## src/rtl/mem_req_matching_bridge_if.sv

```systemverilog
// Bundle of requester, memory and response signals for mem_req_matching_bridge.
// The master modport is the bridge's view; slave is the surrounding system's view.
interface mem_req_matching_bridge_if #(
  parameter int unsigned N_CH    = 2,
  parameter int unsigned AW      = 32,
  parameter int unsigned WDW     = 32,
  parameter int unsigned RDW     = 64,
  parameter int unsigned DEPTH   = 4,
  parameter int unsigned DEPTH_N = 2
);

  logic                  iFLUSH;
  logic [N_CH-1:0]       iREQ_VALID;
  logic [N_CH-1:0]       oREQ_LOCK;
  logic [N_CH-1:0]       iREQ_RW;
  logic [N_CH*AW-1:0]    iREQ_ADDR;
  logic [N_CH*WDW-1:0]   iREQ_DATA;
  logic                  oMEM_REQ;
  logic                  iMEM_LOCK;
  logic                  oMEM_RW;
  logic [AW-1:0]         oMEM_ADDR;
  logic [WDW-1:0]        oMEM_DATA;
  logic                  iMEM_VALID;
  logic                  oMEM_BUSY;
  logic [RDW-1:0]        iMEM_DATA;
  logic [N_CH-1:0]       oRSP_VALID;
  logic [N_CH-1:0]       iRSP_BUSY;
  logic [RDW-1:0]        oRSP_DATA;
  logic [DEPTH_N:0]      oOUTSTANDING;

  modport master (
    input  iFLUSH, iREQ_VALID, iREQ_RW, iREQ_ADDR, iREQ_DATA,
    input  iMEM_LOCK, iMEM_VALID, iMEM_DATA, iRSP_BUSY,
    output oREQ_LOCK, oMEM_REQ, oMEM_RW, oMEM_ADDR, oMEM_DATA,
    output oMEM_BUSY, oRSP_VALID, oRSP_DATA, oOUTSTANDING
  );

  modport slave (
    output iFLUSH, iREQ_VALID, iREQ_RW, iREQ_ADDR, iREQ_DATA,
    output iMEM_LOCK, iMEM_VALID, iMEM_DATA, iRSP_BUSY,
    input  oREQ_LOCK, oMEM_REQ, oMEM_RW, oMEM_ADDR, oMEM_DATA,
    input  oMEM_BUSY, oRSP_VALID, oRSP_DATA, oOUTSTANDING
  );

endinterface

```

## src/rtl/mem_req_matching_bridge.sv

```systemverilog
// Multi-channel memory request bridge: round-robin arbitration of N_CH requesters onto a
// single registered memory port, with an in-order owner FIFO that routes read returns
// back to the issuing channel. Flush drops every response still owed at flush time.
module mem_req_matching_bridge #(
  parameter int unsigned N_CH    = 2,
  parameter int unsigned AW      = 32,
  parameter int unsigned WDW     = 32,
  parameter int unsigned RDW     = 64,
  parameter int unsigned DEPTH   = 4,
  parameter int unsigned DEPTH_N = 2
) (
  input logic                    iCLOCK,
  input logic                    inRESET,
  mem_req_matching_bridge_if.master bus
);

  localparam int unsigned CH_W = (N_CH > 1) ? $clog2(N_CH) : 1;
  localparam logic [DEPTH_N:0] DepthCnt = (DEPTH_N + 1)'(DEPTH);
  localparam logic [CH_W-1:0] LastCh = CH_W'(N_CH - 1);

  // Output stage
  logic            mem_req_q;
  logic            mem_rw_q;
  logic [AW-1:0]   mem_addr_q;
  logic [WDW-1:0]  mem_data_q;

  // Arbitration and owner tracking
  logic [CH_W-1:0]    rr_q, rr_d;
  logic [CH_W-1:0]    owner_q [DEPTH];
  logic [DEPTH_N-1:0] wptr_q, rptr_q;
  logic [DEPTH_N:0]   count_q, count_d;
  logic [DEPTH_N:0]   drop_q, drop_d;

  logic [AW-1:0]   req_addr [N_CH];
  logic [WDW-1:0]  req_data [N_CH];

  logic            stage_free;
  logic            fifo_full;
  logic            found;
  logic            grant;
  logic [CH_W-1:0] gidx;
  logic            push;
  logic [CH_W-1:0] head;
  logic            dropping;
  logic            pop;
  logic            rsp_fire;

  for (genvar c = 0; c < N_CH; c++) begin : g_unpack
    assign req_addr[c] = bus.iREQ_ADDR[c*AW +: AW];
    assign req_data[c] = bus.iREQ_DATA[c*WDW +: WDW];
  end

  assign stage_free = !mem_req_q || !bus.iMEM_LOCK;
  assign fifo_full  = (count_q == DepthCnt);

  // Round-robin search starting at rr_q; reads are ineligible while the owner FIFO is full
  always_comb begin
    int idx;
    logic [CH_W-1:0] cidx;
    found = 1'b0;
    gidx  = '0;
    idx   = 0;
    cidx  = '0;
    for (int i = 0; i < int'(N_CH); i++) begin
      idx = int'(rr_q) + i;
      if (idx >= int'(N_CH)) idx = idx - int'(N_CH);
      cidx = CH_W'(idx);
      if (!found && bus.iREQ_VALID[cidx] && (!bus.iREQ_RW[cidx] || !fifo_full)) begin
        found = 1'b1;
        gidx  = cidx;
      end
    end
  end

  assign grant = found && stage_free;
  assign push  = grant && bus.iREQ_RW[gidx];
  assign rr_d  = (gidx == LastCh) ? '0 : gidx + 1'b1;

  // Response side: head owner decides routing; dropped returns ignore backpressure
  assign head     = owner_q[rptr_q];
  assign dropping = (drop_q != '0);
  assign pop      = bus.iMEM_VALID && (count_q != '0) && (dropping || !bus.iRSP_BUSY[head]);
  assign rsp_fire = pop && !dropping;

  // Occupancy and drop counters; a same-cycle grant is never part of the drop set
  always_comb begin
    count_d = count_q;
    if (push && !pop)      count_d = count_q + 1'b1;
    else if (!push && pop) count_d = count_q - 1'b1;
    drop_d = drop_q;
    if (bus.iFLUSH)           drop_d = count_q - {{DEPTH_N{1'b0}}, pop};
    else if (dropping && pop) drop_d = drop_q - 1'b1;
  end

  // Per-channel lock, response strobe and remaining outputs
  always_comb begin
    bus.oREQ_LOCK  = '1;
    bus.oRSP_VALID = '0;
    if (grant && inRESET) bus.oREQ_LOCK[gidx] = 1'b0;
    if (rsp_fire)         bus.oRSP_VALID[head] = 1'b1;
  end

  assign bus.oRSP_DATA    = bus.iMEM_DATA;
  assign bus.oMEM_BUSY    = bus.iRSP_BUSY[head] && !dropping;
  assign bus.oMEM_REQ     = mem_req_q;
  assign bus.oMEM_RW      = mem_rw_q;
  assign bus.oMEM_ADDR    = mem_addr_q;
  assign bus.oMEM_DATA    = mem_data_q;
  assign bus.oOUTSTANDING = count_q;

  // Output stage loads on grant, empties when accepted with nothing new to send
  always_ff @(posedge iCLOCK or negedge inRESET) begin
    if (!inRESET) begin
      mem_req_q  <= 1'b0;
      mem_rw_q   <= 1'b0;
      mem_addr_q <= '0;
      mem_data_q <= '0;
      rr_q       <= '0;
    end else if (grant) begin
      mem_req_q  <= 1'b1;
      mem_rw_q   <= bus.iREQ_RW[gidx];
      mem_addr_q <= req_addr[gidx];
      mem_data_q <= req_data[gidx];
      rr_q       <= rr_d;
    end else if (stage_free) begin
      mem_req_q  <= 1'b0;
    end
  end

  // Owner FIFO and counters; pointers wrap naturally at DEPTH
  always_ff @(posedge iCLOCK or negedge inRESET) begin
    if (!inRESET) begin
      for (int i = 0; i < int'(DEPTH); i++) owner_q[i] <= '0;
      wptr_q  <= '0;
      rptr_q  <= '0;
      count_q <= '0;
      drop_q  <= '0;
    end else begin
      if (push) begin
        owner_q[wptr_q] <= gidx;
        wptr_q          <= wptr_q + 1'b1;
      end
      if (pop) rptr_q <= rptr_q + 1'b1;
      count_q <= count_d;
      drop_q  <= drop_d;
    end
  end

  // A return with nothing outstanding is a memory-side protocol error
  a_no_orphan_return: assert property (@(posedge iCLOCK) disable iff (!inRESET)
    !(bus.iMEM_VALID && (count_q == '0)))
    else $error("mem_req_matching_bridge: read return with no outstanding read");

endmodule

```

## src/flat_wrapper.sv

```systemverilog
// flat-port wrapper written by rule: the top's interface ports become plain ports
module mem_req_matching_bridge_flat 
#(
  parameter int unsigned N_CH    = 2,
  parameter int unsigned AW      = 32,
  parameter int unsigned WDW     = 32,
  parameter int unsigned RDW     = 64,
  parameter int unsigned DEPTH   = 4,
  parameter int unsigned DEPTH_N = 2
)
  (iCLOCK, inRESET, bus_iFLUSH, bus_iREQ_VALID, bus_iREQ_RW, bus_iREQ_ADDR, bus_iREQ_DATA, bus_iMEM_LOCK, bus_iMEM_VALID, bus_iMEM_DATA, bus_iRSP_BUSY, bus_oREQ_LOCK, bus_oMEM_REQ, bus_oMEM_RW, bus_oMEM_ADDR, bus_oMEM_DATA, bus_oMEM_BUSY, bus_oRSP_VALID, bus_oRSP_DATA, bus_oOUTSTANDING);
  mem_req_matching_bridge_if #(.N_CH(N_CH), .AW(AW), .WDW(WDW), .RDW(RDW), .DEPTH(DEPTH), .DEPTH_N(DEPTH_N)) bus_i ();
  input logic iCLOCK;
  input logic inRESET;
  input wire logic [$bits(bus_i.iFLUSH)-1:0] bus_iFLUSH;
  input wire logic [$bits(bus_i.iREQ_VALID)-1:0] bus_iREQ_VALID;
  input wire logic [$bits(bus_i.iREQ_RW)-1:0] bus_iREQ_RW;
  input wire logic [$bits(bus_i.iREQ_ADDR)-1:0] bus_iREQ_ADDR;
  input wire logic [$bits(bus_i.iREQ_DATA)-1:0] bus_iREQ_DATA;
  input wire logic [$bits(bus_i.iMEM_LOCK)-1:0] bus_iMEM_LOCK;
  input wire logic [$bits(bus_i.iMEM_VALID)-1:0] bus_iMEM_VALID;
  input wire logic [$bits(bus_i.iMEM_DATA)-1:0] bus_iMEM_DATA;
  input wire logic [$bits(bus_i.iRSP_BUSY)-1:0] bus_iRSP_BUSY;
  output wire logic [$bits(bus_i.oREQ_LOCK)-1:0] bus_oREQ_LOCK;
  output wire logic [$bits(bus_i.oMEM_REQ)-1:0] bus_oMEM_REQ;
  output wire logic [$bits(bus_i.oMEM_RW)-1:0] bus_oMEM_RW;
  output wire logic [$bits(bus_i.oMEM_ADDR)-1:0] bus_oMEM_ADDR;
  output wire logic [$bits(bus_i.oMEM_DATA)-1:0] bus_oMEM_DATA;
  output wire logic [$bits(bus_i.oMEM_BUSY)-1:0] bus_oMEM_BUSY;
  output wire logic [$bits(bus_i.oRSP_VALID)-1:0] bus_oRSP_VALID;
  output wire logic [$bits(bus_i.oRSP_DATA)-1:0] bus_oRSP_DATA;
  output wire logic [$bits(bus_i.oOUTSTANDING)-1:0] bus_oOUTSTANDING;
  assign bus_i.iFLUSH = bus_iFLUSH;
  assign bus_i.iREQ_VALID = bus_iREQ_VALID;
  assign bus_i.iREQ_RW = bus_iREQ_RW;
  assign bus_i.iREQ_ADDR = bus_iREQ_ADDR;
  assign bus_i.iREQ_DATA = bus_iREQ_DATA;
  assign bus_i.iMEM_LOCK = bus_iMEM_LOCK;
  assign bus_i.iMEM_VALID = bus_iMEM_VALID;
  assign bus_i.iMEM_DATA = bus_iMEM_DATA;
  assign bus_i.iRSP_BUSY = bus_iRSP_BUSY;
  assign bus_oREQ_LOCK = bus_i.oREQ_LOCK;
  assign bus_oMEM_REQ = bus_i.oMEM_REQ;
  assign bus_oMEM_RW = bus_i.oMEM_RW;
  assign bus_oMEM_ADDR = bus_i.oMEM_ADDR;
  assign bus_oMEM_DATA = bus_i.oMEM_DATA;
  assign bus_oMEM_BUSY = bus_i.oMEM_BUSY;
  assign bus_oRSP_VALID = bus_i.oRSP_VALID;
  assign bus_oRSP_DATA = bus_i.oRSP_DATA;
  assign bus_oOUTSTANDING = bus_i.oOUTSTANDING;
  mem_req_matching_bridge #(.N_CH(N_CH), .AW(AW), .WDW(WDW), .RDW(RDW), .DEPTH(DEPTH), .DEPTH_N(DEPTH_N)) u_core (.iCLOCK(iCLOCK), .inRESET(inRESET), .bus(bus_i));
endmodule
```

## config.mk

```make
export PLATFORM = sky130hd
export DESIGN_NAME = mem_req_matching_bridge_flat
export DESIGN_NICKNAME = d
export VERILOG_FILES = /design/src/rtl/mem_req_matching_bridge_if.sv /design/src/rtl/mem_req_matching_bridge.sv /design/src/flat_wrapper.sv
export SDC_FILE = /design/constraint.sdc
export NUM_CORES = 1
export LEC_CHECK = 0
export BUFFER_PORTS_ARGS = -buffer_cell sky130_fd_sc_hd__buf_2
export CORE_AREA = 2 2 132 134
export DETAILED_ROUTE_END_ITERATION = 10
export DIE_AREA = 0 0 134 136
export MAX_ROUTING_LAYER = met4
export PLACE_DENSITY = 0.68
export SYNTH_ARGS = -nofsm -noshare
export SYNTH_HDL_FRONTEND = slang
export SYNTH_SLANG_ARGS = --single-unit
```

## constraint.sdc

```tcl
create_clock -name iCLOCK -period 2.5 [get_ports iCLOCK]
set_input_delay 0.375 -clock iCLOCK [delete_from_list [all_inputs] [get_ports iCLOCK]]
set_output_delay 0.375 -clock iCLOCK [all_outputs]
set_load 0.05 [all_outputs]
```

==> flow_summary.toml <==
[floorplanning]
core_mm2 = 0.0169
chipWidth_um = 134
io_pins = 341
die-area_mm2 = 0.0182
fp-row-count = 48
start_util_pct = 27.1
die_h_um = 136

[drt]
drc = 0
drt_wl_total_mm = 11.8
drtIter0Drc = 183
vias = 3657
firstDrtPassIters = 4
vias_per_cell = 4.30
wl_per_cell_um = 13.8
ant_nets = 0

[job]
maxCapViolations = 0

[critical_path]
required_ns = 2.76
start_kind = "flop"
r2r.worst_path.cells = 10
worst-endpoint-arrival_ns = 2.72
worst_setup_path_end_kind = "flop"
r2r_setup_slack_ns = 0.03
critical_path_class = "flop to flop"
crit_fanout = 4

[pwr]
ir_drop_uv = 384
power_mw = 6.84
power_density_mw_per_mm2 = 1140
leakagePower_nw = 3.17

[placed_design]
dp_hpwl_mm = 8.44
place_ws_ns = -0.00586
gp_congestion = 0.791
portBuffers = 212

[status]
status = "complete, no violations"

[timing]
fin_crit_ns = 2.47
fmax_mhz = 406
finalHoldViolCount = 0
finalSetupViolCount = 0
skew_ns = 0.00757
finalCritPeriodShare_pct = 98.6
whs_ns = 0.0899
rsz0062_at_grt = "true"
finalMaxSlewViolations = 0
slew-limit-headroom_pct = 45.9
worst_slew_pin_slew_ns = 0.791
fin_ws_ns = 0.0343

[cells_and_area]
drive_gt1_share_pct = 44.1
final_net_count = 835
fin_util_pct = 35.4
syn2layout_area_growth_pct = 30.6
antenna_cells = 0
layout_commonest_cell = "buf_2"
mostFrequentLayoutCells = "buf_2 (208), dfrtp_1 (78), nand2_1 (76)"

[global_routing]
grt_pass1_wl_mm = 18.2
overflow = 0
grt_max_degree = 78
first_global_vias = 3528
antenna_found_initial = 0
track_usage_pct = 13.5

[clock_network]
cts_tree = "done"
cts.path.max_buffers = 2
root_buffer = "clkbuf_16"
clk_latency_ns = 0.34
clkTransAtPathRegs_ns = 0.06
cts_max_level = 3
cts.sinks = 81
hold_buffers = 0
cts_made_buffers = 9

[synth]
synth_edf_count = 0
synth_flop_cell = "dfrtp_1"
synth_area_mm2 = 0.00458
post_synth.cell_area_avg_um2 = 9.97
synth.distinct_cells = 37
ys_seq_area_share_pct = 44.3
synth_warnings = 0
ys_ff_latch = 81
ys_async_sr_fraction_pct = 100
syn-num-nets = 672
postSynthCellCount = 459

[min_path]
hp-class = "input pin to async pin"
[routing by layer]
metal  global-route usage, %  part of all wire [%]  routed length [um]  vias up
met3                    3.65                   7.2                 851       32
met1                    15.5                    42                4900     1632
met4                    8.10                   3.3                 393        0
li1                        -                     -                   -     1821
met2                    21.1                    48                5620      172
met5                       -                     0                   0        -
[path summary, 6_finish.rpt]
path / to / startpoint
setup / recovery: u_core.bus.oOUTSTANDING[2] / u_core.bus.oOUTSTANDING[2]
hold / removal: u_core.bus.oMEM_ADDR[16] / inRESET
setup reg to reg: u_core.bus.oOUTSTANDING[2] / u_core.bus.oOUTSTANDING[2]
hold reg to reg: u_core.bus.oMEM_ADDR[28] / u_core.bus.oMEM_ADDR[28]
max in group asynchronous: u_core.bus.oOUTSTANDING[0] / inRESET
min in group iCLOCK: u_core.drop_q[0] / bus_iFLUSH
[critical path, stage by stage, from the launching register on]
cell	delay, ns
dfrtp_2	0.45
nor3b_2	0.17
a221o_4	0.46
mux2i_1	0.15
nor2_1	0.13
ha_2	0.19
inv_1	0.05
fa_2	0.34
xor2_1	0.15
nor2_1	0.11
xor2_1	0.17
[per-stage QoR]
stage	cell area [um2]	setup TNS, ns	std cells
global route	5980	-0.0647	851
global placement	5450	0	820
floorplan	4590	-0.371	459
finish	5980	0	851
CTS	5940	-0.0000338	849
detailed placement	5450	-0.00586	820
[synth_stat cells (2+ instances only)]
master | instances | share of area [%]
o21ai_0 | 70 | 7.7
inv_1 | 14 | 1.1
nor2_1 | 8 | 0.66
nand2_1 | 76 | 6.2
a31oi_1 | 4 | 0.55
dfrtp_1 | 81 | 44
ha_1 | 9 | 2.5
clkbuf_1 | 6 | 0.49
buf_4 | 66 | 11
buf_2 | 12 | 1.3
mux2_2 | 2 | 0.49
a21oi_1 | 4 | 0.44
buf_6 | 6 | 1.5
xnor2_1 | 4 | 0.77
a221oi_2 | 2 | 0.66
a2111oi_0 | 2 | 0.38
xor2_1 | 3 | 0.57
o31ai_1 | 2 | 0.33
nand3_1 | 2 | 0.22
mux2i_1 | 69 | 15
[power by group]
| group | switching (mW) | internal (mW) | total (mW) |
|---|---|---|---|
| clock | 0.533 | 0.762 | 1.30 |
| combinational | 2.38 | 1.16 | 3.54 |
| sequential | 0.246 | 1.75 | 2.00 |
[layout make-up]
cell class                 count  area, um2
multi-input combinational    274       1930
clock buffer                   9        225
timing repair buffer         242       1400
fill                        1692      10900
tap                          225        282
sequential                    81       2030
inverter                      14       52.6
clock inverter                 6       60.1
[cell families (layout without fill, tap and decap cells)]
group	count (synthesis)	in the layout	share of synthesized area (%)
flip-flops	81	81	44.3
XOR/XNOR	7	7	1.34
AND/OR/NAND/NOR	94	94	8.86
AO/OA/AOI/OAI	91	91	11.3
buffers and inverters	104	271	15.3
adder cells (fa/ha/maj)	10	10	2.90
multiplexers	72	72	16.1
[sequential cells by signal (all words and copies together) (netlist names)]
signal and flops:
u_core.rr_q 1, u_core.rptr_q 2, u_core.bus.oMEM_DATA 32, u_core.bus.oMEM_REQ 1, u_core.drop_q 3, u_core.bus.oOUTSTANDING 3, u_core.owner_q 4, u_core.bus.oMEM_RW 1
u_core.bus.oMEM_ADDR 32, u_core.wptr_q 2
[timing repair]
| item | CTS | global route |
|---|---|---|
| gates cloned | 2 | 0 |
| pin swaps | 2 | 4 |
| buffers inserted | 12 | 2 |
| resized for setup | 10 | 6 |
| setup endpoints to repair | 4 | 14 |
No activity file was read; power rests on OpenSTA's default activity.
